===== src/rtl/spi_shifter_pkg.sv =====
// Shared types and defaults for the SPI serial/parallel shift engine.
// Build option SPI_SHIFTER_LSB_FIRST_EN (see spi_shifter) enables LSB-first ordering.
package spi_shifter_pkg;

  localparam int DEFAULT_WIDTH = 8;

  typedef enum logic [1:0] {
    IDLE   = 2'd0,
    ACTIVE = 2'd1,
    DONE   = 2'd2
  } state_t;

endpackage


===== src/rtl/spi_shifter_if.sv =====
// Handshake and data bundle between the shift engine, the SCLK edge detector
// and the command logic; clock and reset stay outside as plain ports.
interface spi_shifter_if #(
  parameter int WIDTH = spi_shifter_pkg::DEFAULT_WIDTH
);
  import spi_shifter_pkg::*;

  localparam int CNTW = $clog2(WIDTH + 1);

  logic             start;
  logic             lsbFirst;
  logic [WIDTH-1:0] parallelDataIn;
  logic             sampleEdge;
  logic             shiftEdge;
  logic             serialDataIn;
  logic             serialDataOut;
  logic [WIDTH-1:0] parallelDataOut;
  logic             busy;
  logic             done;
  logic [CNTW-1:0]  bitCount;

  modport master (
    output start, lsbFirst, parallelDataIn, sampleEdge, shiftEdge, serialDataIn,
    input  serialDataOut, parallelDataOut, busy, done, bitCount
  );

  modport slave (
    input  start, lsbFirst, parallelDataIn, sampleEdge, shiftEdge, serialDataIn,
    output serialDataOut, parallelDataOut, busy, done, bitCount
  );

endinterface


===== src/rtl/spi_shifter.sv =====
// SPI shift engine: transfer FSM, saturating bit counter and shift datapath.
// Define SPI_SHIFTER_LSB_FIRST_EN to honour lsbFirst; otherwise always MSB-first.
//
// state  | meaning
// IDLE   | waiting for start, strobes ignored
// ACTIVE | sampling/shifting bits of the current word
// DONE   | one-cycle completion, start accepted here too
module spi_shifter
  import spi_shifter_pkg::*;
#(
  parameter int WIDTH = DEFAULT_WIDTH
) (
  input logic        clk,
  input logic        resetN,
  spi_shifter_if.slave bus
);

  localparam int CNTW = $clog2(WIDTH + 1);

  state_t           state;
  logic [WIDTH-1:0] shreg;
  logic             in_bit;
  logic             pending;
  logic [CNTW-1:0]  bit_count;
  logic             busy_q;
  logic             done_q;

  logic             shift_fire;
  logic             shift_bit;
  logic             last_shift;
  logic [WIDTH-1:0] shreg_next;
  logic [CNTW-1:0]  count_inc;

`ifdef SPI_SHIFTER_LSB_FIRST_EN
  logic lsb_q;
`else
  logic unused_lsb_first;
  assign unused_lsb_first = bus.lsbFirst;
`endif

  // A held sample is always shifted before a same-cycle fresh one, so
  // bits enter the register in the order they were sampled.
  always_comb begin
    shift_fire = bus.shiftEdge && (pending || bus.sampleEdge);
    shift_bit  = pending ? in_bit : bus.serialDataIn;
    last_shift = shift_fire && ((bit_count - CNTW'(pending)) == CNTW'(WIDTH - 1));
    count_inc  = (bit_count == CNTW'(WIDTH)) ? bit_count : bit_count + 1'b1;
`ifdef SPI_SHIFTER_LSB_FIRST_EN
    shreg_next = lsb_q ? {shift_bit, shreg[WIDTH-1:1]} : {shreg[WIDTH-2:0], shift_bit};
`else
    shreg_next = {shreg[WIDTH-2:0], shift_bit};
`endif
  end

  always_ff @(posedge clk or negedge resetN) begin
    if (!resetN) begin
      state     <= IDLE;
      shreg     <= '0;
      in_bit    <= 1'b0;
      pending   <= 1'b0;
      bit_count <= '0;
      busy_q    <= 1'b0;
      done_q    <= 1'b0;
`ifdef SPI_SHIFTER_LSB_FIRST_EN
      lsb_q     <= 1'b0;
`endif
    end else begin
      case (state)
        IDLE, DONE: begin
          done_q <= 1'b0;
          if (bus.start) begin
            shreg     <= bus.parallelDataIn;
            bit_count <= '0;
            pending   <= 1'b0;
            busy_q    <= 1'b1;
            state     <= ACTIVE;
`ifdef SPI_SHIFTER_LSB_FIRST_EN
            lsb_q     <= bus.lsbFirst;
`endif
          end else begin
            busy_q <= 1'b0;
            state  <= IDLE;
          end
        end
        ACTIVE: begin
          if (bus.sampleEdge) bit_count <= count_inc;
          if (shift_fire) shreg <= shreg_next;
          if (bus.sampleEdge && (pending || !bus.shiftEdge)) begin
            in_bit  <= bus.serialDataIn;
            pending <= 1'b1;
          end else if (shift_fire) begin
            pending <= 1'b0;
          end
          if (last_shift) begin
            state  <= DONE;
            busy_q <= 1'b0;
            done_q <= 1'b1;
          end
        end
        default: begin
          state  <= IDLE;
          busy_q <= 1'b0;
          done_q <= 1'b0;
        end
      endcase
    end
  end

`ifdef SPI_SHIFTER_LSB_FIRST_EN
  assign bus.serialDataOut = lsb_q ? shreg[0] : shreg[WIDTH-1];
`else
  assign bus.serialDataOut = shreg[WIDTH-1];
`endif
  assign bus.parallelDataOut = shreg;
  assign bus.busy            = busy_q;
  assign bus.done            = done_q;
  assign bus.bitCount        = bit_count;

endmodule


===== src/flat_wrapper.sv =====
// flat-port wrapper written by rule: the top's interface ports become plain ports
module spi_shifter_flat import spi_shifter_pkg::*;
#(
  parameter int WIDTH = DEFAULT_WIDTH
)
  (clk, resetN, bus_start, bus_lsbFirst, bus_parallelDataIn, bus_sampleEdge, bus_shiftEdge, bus_serialDataIn, bus_serialDataOut, bus_parallelDataOut, bus_busy, bus_done, bus_bitCount);
  spi_shifter_if #(.WIDTH(WIDTH)) bus_i ();
  input logic clk;
  input logic resetN;
  input wire logic [$bits(bus_i.start)-1:0] bus_start;
  input wire logic [$bits(bus_i.lsbFirst)-1:0] bus_lsbFirst;
  input wire logic [$bits(bus_i.parallelDataIn)-1:0] bus_parallelDataIn;
  input wire logic [$bits(bus_i.sampleEdge)-1:0] bus_sampleEdge;
  input wire logic [$bits(bus_i.shiftEdge)-1:0] bus_shiftEdge;
  input wire logic [$bits(bus_i.serialDataIn)-1:0] bus_serialDataIn;
  output wire logic [$bits(bus_i.serialDataOut)-1:0] bus_serialDataOut;
  output wire logic [$bits(bus_i.parallelDataOut)-1:0] bus_parallelDataOut;
  output wire logic [$bits(bus_i.busy)-1:0] bus_busy;
  output wire logic [$bits(bus_i.done)-1:0] bus_done;
  output wire logic [$bits(bus_i.bitCount)-1:0] bus_bitCount;
  assign bus_i.start = bus_start;
  assign bus_i.lsbFirst = bus_lsbFirst;
  assign bus_i.parallelDataIn = bus_parallelDataIn;
  assign bus_i.sampleEdge = bus_sampleEdge;
  assign bus_i.shiftEdge = bus_shiftEdge;
  assign bus_i.serialDataIn = bus_serialDataIn;
  assign bus_serialDataOut = bus_i.serialDataOut;
  assign bus_parallelDataOut = bus_i.parallelDataOut;
  assign bus_busy = bus_i.busy;
  assign bus_done = bus_i.done;
  assign bus_bitCount = bus_i.bitCount;
  spi_shifter #(.WIDTH(WIDTH)) u_core (.clk(clk), .resetN(resetN), .bus(bus_i));
endmodule

===== config.mk =====
export PLATFORM = sky130hd
export DESIGN_NAME = spi_shifter_flat
export DESIGN_NICKNAME = d
export VERILOG_FILES = /design/src/rtl/spi_shifter_pkg.sv /design/src/rtl/spi_shifter_if.sv /design/src/rtl/spi_shifter.sv /design/src/flat_wrapper.sv
export SDC_FILE = /design/constraint.sdc
export NUM_CORES = 1
export LEC_CHECK = 0
export ABC_AREA = 1
export BUFFER_PORTS_ARGS = -buffer_cell sky130_fd_sc_hd__buf_2
export CAP_MARGIN = 20
export CORE_MARGIN = 5
export CORE_UTILIZATION = 48
export CTS_CLUSTER_DIAMETER = 80
export DETAILED_ROUTE_END_ITERATION = 8
export GPL_ROUTABILITY_DRIVEN = 0
export PLACE_DENSITY = 0.74
export SETUP_SLACK_MARGIN = 0.2
export SLEW_MARGIN = 20
export SYNTH_ARGS = -nofsm -noshare
export SYNTH_HDL_FRONTEND = slang
export SYNTH_SLANG_ARGS = --single-unit
export TNS_END_PERCENT = 10

===== constraint.sdc =====
create_clock -name clk -period 2.23 [get_ports clk]
set_clock_uncertainty 0.05 [all_clocks]
set_input_delay 0.223 -clock clk [delete_from_list [all_inputs] [get_ports clk]]
set_output_delay 0.223 -clock clk [all_outputs]
set_load 0.01 [all_outputs]

==> results of run 1 <==
-- flip-flops by register name, indices dropped and copies added, names as in the netlist --
signal / flops
u_core.bus.parallelDataOut: 8
u_core.bus.bitCount: 4
u_core.state: 2
u_core.bus.busy: 1
u_core.in_bit: 1
u_core.pending: 1
-- synth_stat cells (all sizes together) --
cell type	count
o21ai	22
ha	4
o211ai	1
nand3	11
xor2	2
dfrtp	17
nor2	6
inv	17
nand2	33
buf	3
-- report_power, final --
part	switching (mW)	internal [mW]	leakage, nW
clock	0.0964	0.0694	0.0150
combinational	0.462	0.285	0.375
sequential	0.0916	0.437	0.215
total	0.650	0.792	0.605
-- layer usage --
metal / vias to the layer above / global-route usage / wire (microns)
li1: 431 / - / -
met5: - / 0 / 0
met1: 374 / 0.180 / 822
met4: 0 / 0.0498 / 17
met3: 4 / 0.0249 / 97
met2: 19 / 0.235 / 895
-- logic make-up (layout without fill, tap and decap cells) --
logic type | Yosys count | after routing | synth area share
AOI/OAI and AO/OA | 23 | 23 | 0.142
adders and majority gates | 4 | 4 | 0.0535
and+or+nand+nor | 50 | 50 | 0.235
xor gates and xnor gates | 2 | 2 | 0.0187
buffers and inverters | 20 | 50 | 0.0962
DFF | 17 | 17 | 0.455
-- area by class of cell --
cell class | instances | area share
flip-flops and latches | 17 | 0.379
well taps | 27 | 0.0301
clock buffers | 4 | 0.0234
multi-input cells | 79 | 0.375
repair buffers | 29 | 0.134
inverters | 17 | 0.0591
-- worst min-delay path by stage --
stage / slack [ns] / end / start / cells after the start
CTS: 0.16 / u_core.in_bit / bus_serialDataIn / 3
floorplan: -0.12 / u_core.bus.bitCount[0] / resetN / 0
finish: 0.15 / u_core.in_bit / bus_serialDataIn / 3
global placement: 0.12 / u_core.bus.bitCount[0] / resetN / 1
global route: 0.20 / u_core.in_bit / bus_serialDataIn / 3
detailed placement: 0.12 / u_core.bus.bitCount[0] / resetN / 1
-- stage by stage --
stage | worst slack, ns | hold slack (ns) | power [mW] | cell area [sq um] | std cells
global placement | 0.637 | 0.117 | 1.26 | 1090 | 168
detailed placement | 0.575 | 0.121 | 1.29 | 1090 | 168
finish | 0.563 | 0.155 | 1.44 | 1120 | 173
CTS | 0.554 | 0.160 | 1.46 | 1120 | 173
global route | 0.406 | 0.199 | 1.60 | 1120 | 173
floorplan | 0.645 | -0.123 | 1.09 | 936 | 116
-- worst min-delay path, cell delays in order --
cell	delay, ns
buf_2	0.09
inv_1	0.05
o21ai_0	0.08
-- cell usage in the layout (no fill, tap or decap), drive strengths merged --
master | Yosys | routed
nand3 | 11 | 11
nand2 | 33 | 33
o21ai | 22 | 22
ha | 4 | 4
buf | 3 | 28
inv | 17 | 17
clkbuf | 0 | 4
o211ai | 1 | 1
dfrtp | 17 | 17
nor2 | 6 | 6
dlygate4sd3 | 0 | 1
xor2 | 2 | 2
==> results.ini, run 1 <==
[die]
rows=16
die_area_sq_um=2930
die_y_microns=54.2
core_area_sq_um=1900
initial_core_util=0.492
boundaryPins=30
fp.dieW_microns=54.2

[clocking]
cts_tree=built
clock_sinks=17
clockBufferDepth=2
clk_latency_ns=0.28
post_cts_resized=0
clk_pin_slew_ns=0.10
postCtsHoldBufs=1
postCtsSetupBuffers=0
cts_buffers=3
h-tree-depth=1
root_buffer=clkbuf_4

[logic_synthesis]
yosys.area.top_type=dfrtp_1
yosysWarnings=0
yosysUniqueCellTypes=19
synth.net_count=135
ys_ff_latch=17
syn_area_sq_um=936
avgSynthCellArea_sq_um=8.07
ys_seq_area_frac=0.455
synth.top_cell.area_share=0.455
netlist_instances=116
synth.area.top_cells=dfrtp_1 (45%), nand2_1 (13%), o21ai_0 (9.6%)

[grt]
grt_pass1_wl_microns=2990
grt_pass1_vias=702
grt_max_degree=19
grt_overflow=0
antenna_found_initial=0
grt.total_usage=0.141

[detailed_routing]
final_antenna_net_count=0
wire_per_inst_microns=10.6
drtIter0Drc=9
drc_errors=0
drtPass1Iterations=4
wirelength_microns=1830
viasPerCell=4.79
vias=828

[flow_run]
cap_viol_max_count=0

[setup_path]
slowest_stage=dfrtp_1
end_kind=flop
cp.depth=9
cp_num_buf_inv=1
ff2ff_setup_slack_ns=0.56
rr_worst_depth=9
critPathLaunchType=flop
r2r-start=u_core.bus.bitCount[0]
worst_path_dominant_cell_family=adder cells
critPathKind=flop to flop
cp.required_ns=2.36
critPathMaxFanout=4
r2r_end=u_core.bus.busy
path_cells=inv_1 -> ha_1 -> ha_1 -> nor2_1 -> nand3_1 -> nor2_1 -> nand2_1 -> nand3_1 -> nand2_1
crit_path_end=u_core.bus.busy
crit_arrival_ns=1.79
crit_path_start=u_core.bus.bitCount[0]
cpPeakStageDelay_ns=0.40

[sta]
worst_slew_pin_slew_ns=0.388
finalCritPeriodShare=0.747
finalHoldViolCount=0
rsz0062_at_grt=false
tns_ns=0
setup_viol=0
fmax_mhz=600
finalCriticalPeriod_ns=1.67
slew_headroom=0.740
drv_slew=0

[placement]
port_buffers=28
hpwl_microns=1420

[layout]
fin_util=0.590
regArea_sq_um=425
n_fill_cell=178
multi_input_area_sq_um=420
antenna_cells=0
area_growth_pct=19.9
drive_gt1_frac=0.253
fin_nets=166

[pwr]
ir_drop_mv=0.577
power_leakage_nw=0.605
power.density_nw_per_um2=1280

[outcome]
status=finished clean

[hold_path]
worstHoldPathType=primary input to flop

Note: power is estimated with default switching activity, not from simulation.
==> run 2: changes to the inputs <==
CORE_UTILIZATION = 44   (was 48)
PLACE_DENSITY = 0.71   (was 0.74)
clock period = 1.4 ns   (was 2.23 ns; I/O delays follow)
==> run 2 against run 1 <==
- the run now ends with negative setup slack left
- via count grew 4.0%
- clock-buffer cell count is the same
- die area grew 7.4%
- sequential share of layout area shrank 2.9 points
- clock power grew 57%
- sequential power grew 58%
- combinational power grew 99%
- flip-flop and latch count is the same
- global-route usage shrank 0.46 points
- fmax grew 15%
- non-clock buffer count grew 7
- power grew 80%
==> results.ini, run 2 (synthesis results as in run 1) <==
[clocking]
h-tree-depth=1
clk_pin_slew_ns=0.10
clock_sinks=17
cts_buffers=3
root_buffer=clkbuf_4
clk_latency_ns=0.28
cts_tree=built
clockBufferDepth=2

[setup_path]
path_cells=inv_2 -> ha_4 -> ha_4 -> nor2_2 -> nand3_1 -> nor2_1 -> nand2_1 -> nand3_1 -> nand2_1
slowest_stage=dfrtp_1
cpPeakStageDelay_ns=0.40
r2r-start=u_core.bus.bitCount[0]
worst_path_dominant_cell_family=simple AND/OR/NAND/NOR gates
crit_path_start=u_core.bus.bitCount[0]
rr_worst_depth=9
critPathMaxFanout=3
critPathKind=flop to flop
critPathLaunchType=flop
r2r_end=u_core.bus.busy
end_kind=flop
ff2ff_setup_slack_ns=-0.05
crit_arrival_ns=1.57
cp.required_ns=1.53
cp_num_buf_inv=1

[pwr]
seqPwrFrac=0.323
intPower_mw=1.47
power.density_nw_per_um2=2120
ir_drop_mv=1.21
pwr-share-comb=0.576
clockPowerShare=0.100
switching_share=0.432
p_switching_mw=1.12
power_leakage_nw=0.639

[die]
die_area_sq_um=3150
core_area_sq_um=2000
initial_core_util=0.468
fp.dieW_microns=56.1
die_y_microns=56.1
boundaryPins=30
rows=16

[sta]
worst_slew_pin_slew_ns=0.402
slew_headroom=0.731
setup_ws_ns=-0.0450
rsz0062_at_grt=true
finalCriticalPeriod_ns=1.45
drv_slew=0
setup_viol=2
finalCritPeriodShare=1.03
holdWs_ns=0.0781
fmax_mhz=692
finalHoldViolCount=0
tns_ns=-0.0744

[detailed_routing]
wire_per_inst_microns=10.6
drtPass1Iterations=4
final_antenna_net_count=0
wirelength_microns=1900
drtIter0Drc=15
drc_errors=0
vias=861
viasPerCell=4.78

[outcome]
violations=negative setup slack
status=finished with violations

[flow_run]
cap_viol_max_count=0

[layout]
fin_nets=173
drive_gt1_frac=0.333
fin_util=0.609
finalNonFillerCells=180
largest_reg_flops=8
area_growth_pct=30.3
layout_commonest_cell=nand2_1
final_cell_mix=nand2_1 (32), buf_2 (27), o21ai_0 (17)
antenna_cells=0

[grt]
grt_pass1_wl_microns=3470
antenna_found_initial=0
grt_overflow=0
grt.total_usage=0.136
grt_pass1_vias=830
grt_max_degree=19

[hold_path]
holdPathEnd=u_core.in_bit
min_from=bus_serialDataIn
worstHoldPathType=primary input to flop
hold-path-cell-count=3

[placement]
hpwl_microns=1460
dpl_worst_slack_ns=-0.0386
port_buffers=28
dp.cells=173

run 2: through the flow:
stage / power, mW / area [sq um]
after floorplan: 1.80 / 961
after global routing: 2.87 / 1220
final: 2.59 / 1220
after CTS: 2.55 / 1200
after detailed placement: 2.23 / 1150
after global placement: 2.18 / 1150
run 2: final cells by class:
cell class,instances,area [sq um]
inverter,17,68.8
clock buffer,4,26.3
multi-input combinational,79,452
tap,27,33.8
sequential,17,427
timing repair buffer,36,213
fill,199,782
run 2: worst reg2reg max path: cells and delay by family, from the launching register on:
family | cells | cell delay [ns]
flops | 1 | 0.40
fa+ha+maj | 2 | 0.33
buf+inv | 1 | 0.09
simple gates | 6 | 0.47
run 2: power by group through the flow:
stage	sequential (mW)	clock [mW]	combinational (mW)
floorplan	0.932	0	0.866
global placement	0.839	0	1.34
detailed placement	0.846	0	1.38
CTS	0.839	0.270	1.44
global route	0.871	0.288	1.71
finish	0.838	0.260	1.49
run 2: timing repair:
action	CTS	global route
endpoints found under the setup margin	16	18
gates cloned	0	0
hold buffers	1	0
gates resized for setup	1	7
endpoints found under the hold margin	17	0
pin swaps	0	4
buffers inserted	2	0
run 2: per-layer routing:
metal  GRT usage  share of wire  up-vias
li1            -              -      444
met1       0.169           0.44      386
met2       0.210           0.47       25
met3      0.0348          0.055        6
met4      0.0814          0.028        0
met5           0              0        -
run 2: how the worst max path moves through the flow:
stage | slack [ns] | cells after the start | endpoint
floorplan | -0.03 | 9 | u_core.bus.busy
global placement | -0.01 | 9 | u_core.bus.busy
detailed placement | -0.04 | 9 | u_core.bus.busy
CTS | -0.04 | 9 | u_core.bus.busy
global route | -0.15 | 9 | u_core.bus.busy
finish | -0.05 | 9 | u_core.bus.busy
==> run 3: changes to the inputs <==
CORE_UTILIZATION = 48   (was 44)
PLACE_DENSITY = 0.74   (was 0.71)
clock period = 1.5 ns   (was 1.4 ns; I/O delays follow)
==> run 3 against run 2 <==
- the flow now finishes without violations
- power shrank 4.5%
- non-clock buffer count shrank 2
- utilization is 2.4 points higher
- sequential share of layout area grew 0.54 points
- hold slack gained 0.00071 ns
- clock-buffer cell count fell by 1
- register-to-register slack better by 0.09 ns
==> results.ini, run 3 (synthesis results as in run 1) <==
[sta]
finalCritPeriodShare=0.969
setup_viol=0
rsz0062_at_grt=true
drv_slew=0
finalCriticalPeriod_ns=1.45
fmax_mhz=688
finalHoldViolCount=0
setup_ws_ns=0.0464
worst_slew_pin_slew_ns=0.438
slew_headroom=0.707

[die]
initial_core_util=0.492
die_y_microns=54.2
die_area_sq_um=2930
rows=16
fp.dieW_microns=54.2
core_area_sq_um=1900
boundaryPins=30

[layout]
fin_nets=171
fin_util=0.634
final_cell_mix=nand2_1 (32), buf_2 (28), o21ai_0 (15), dfrtp_1 (15), inv_1 (13)
finalNonFillerCells=178
area_growth_pct=28.7
layout_commonest_cell=nand2_1
antenna_cells=0
final_cell_area_sq_um=1200
largest_reg_flops=8
n_fill_cell=171
drive_gt1_frac=0.344

[pwr]
power.density_nw_per_um2=2050
total_power_mw=2.47
ir_drop_mv=0.977
power_leakage_nw=0.631

[detailed_routing]
drtPass1Iterations=5
wirelength_microns=2070
drtIter0Drc=21
viasPerCell=4.95
final_antenna_net_count=0
vias=881
drc_errors=0
wire_per_inst_microns=11.6

[grt]
grt_overflow=0
grt_pass1_vias=781
grt.total_usage=0.161
grt_max_degree=18
antenna_found_initial=0
grt_pass1_wl_microns=3280

[setup_path]
crit_arrival_ns=1.58
critPathKind=flop to flop
ff2ff_setup_slack_ns=0.05
cp.required_ns=1.63
critPathMaxFanout=7
critPathLaunchType=flop
r2r_end=u_core.bus.bitCount[1]
crit_path_start=u_core.bus.bitCount[1]
r2r-start=u_core.bus.bitCount[1]
end_kind=flop
rr_worst_depth=7

[clocking]
cts_buffers=3
cts_tree=built
root_buffer=clkbuf_4
h-tree-depth=1
clock_sinks=17
clockBufferDepth=2
clk_pin_slew_ns=0.10
clk_latency_ns=0.30

[hold_path]
min_from=bus_serialDataIn
worstHoldPathType=primary input to flop
hold-path-cell-count=3
holdPathEnd=u_core.in_bit

[placement]
port_buffers=28
hpwl_microns=1470
dp.cells=171
dpl_worst_slack_ns=0.0497
post_dp_cell_area_sq_um=1130

[outcome]
status=finished clean

[flow_run]
cap_viol_max_count=0

-- run 3: cell count changes in the layout (fill, tap and decap cells not counted), sizes merged --
cell    delta
buf        -2
clkbuf     -1
clkinv     +1
-- run 3: critical path: stages, from the launching register on --
cell and delay [ns]:
dfrtp_2 0.46, inv_2 0.10, ha_1 0.14, nand3_1 0.08
nand3_1 0.12, nand2_1 0.17, nand3_1 0.12, o21ai_0 0.10
-- run 3: power breakdown --
| group | leakage (nW) | switching (mW) | internal (mW) |
|---|---|---|---|
| clock | 0.0177 | 0.156 | 0.0996 |
| combinational | 0.401 | 0.824 | 0.601 |
| sequential | 0.212 | 0.141 | 0.653 |
-- run 3: worst max path at each step --
stage               cells after the start                endpoint  slack, ns
CTS                                     9         u_core.bus.busy       0.07
finish                                  7  u_core.bus.bitCount[1]       0.05
global route                            8         u_core.bus.busy      -0.03
global placement                        9         u_core.bus.busy       0.07
detailed placement                      7  u_core.bus.bitCount[1]       0.05
floorplan                               9         u_core.bus.busy       0.07
-- run 3: final cells by class --
cell class / count / area [sq um] / area share
multi-input combinational: 79 / 462 / 0.383
sequential: 17 / 428 / 0.355
timing repair buffer: 34 / 188 / 0.156
inverter: 17 / 66.3 / 0.0550
tap: 27 / 33.8 / 0.0280
clock buffer: 3 / 22.5 / 0.0187
clock inverter: 1 / 5.00 / 0.00415
-- run 3: layer usage --
metal | up-vias | wire (microns) | track usage
met5 | - | 0 | 0
met4 | 0 | 40 | 0.0871
met3 | 4 | 98 | 0.0526
met2 | 25 | 1090 | 0.263
met1 | 410 | 840 | 0.185
li1 | 442 | - | -
-- run 3: what timing repair did --
item / CTS / global route
resized for setup: 2 / 8
hold endpoints to repair: 17 / 0
hold buffers: 1 / 0
pin swaps: 1 / 9
setup buffers: 1 / 1
setup endpoints to repair: 16 / 16
-- run 3: metrics by stage --
stage / hold WS (ns) / TNS, ns
final: 0.0789 / 0
after global placement: 0.0420 / 0
after floorplan: -0.196 / 0
after detailed placement: 0.0422 / 0
after global routing: 0.0607 / -0.0615
after CTS: 0.0672 / 0
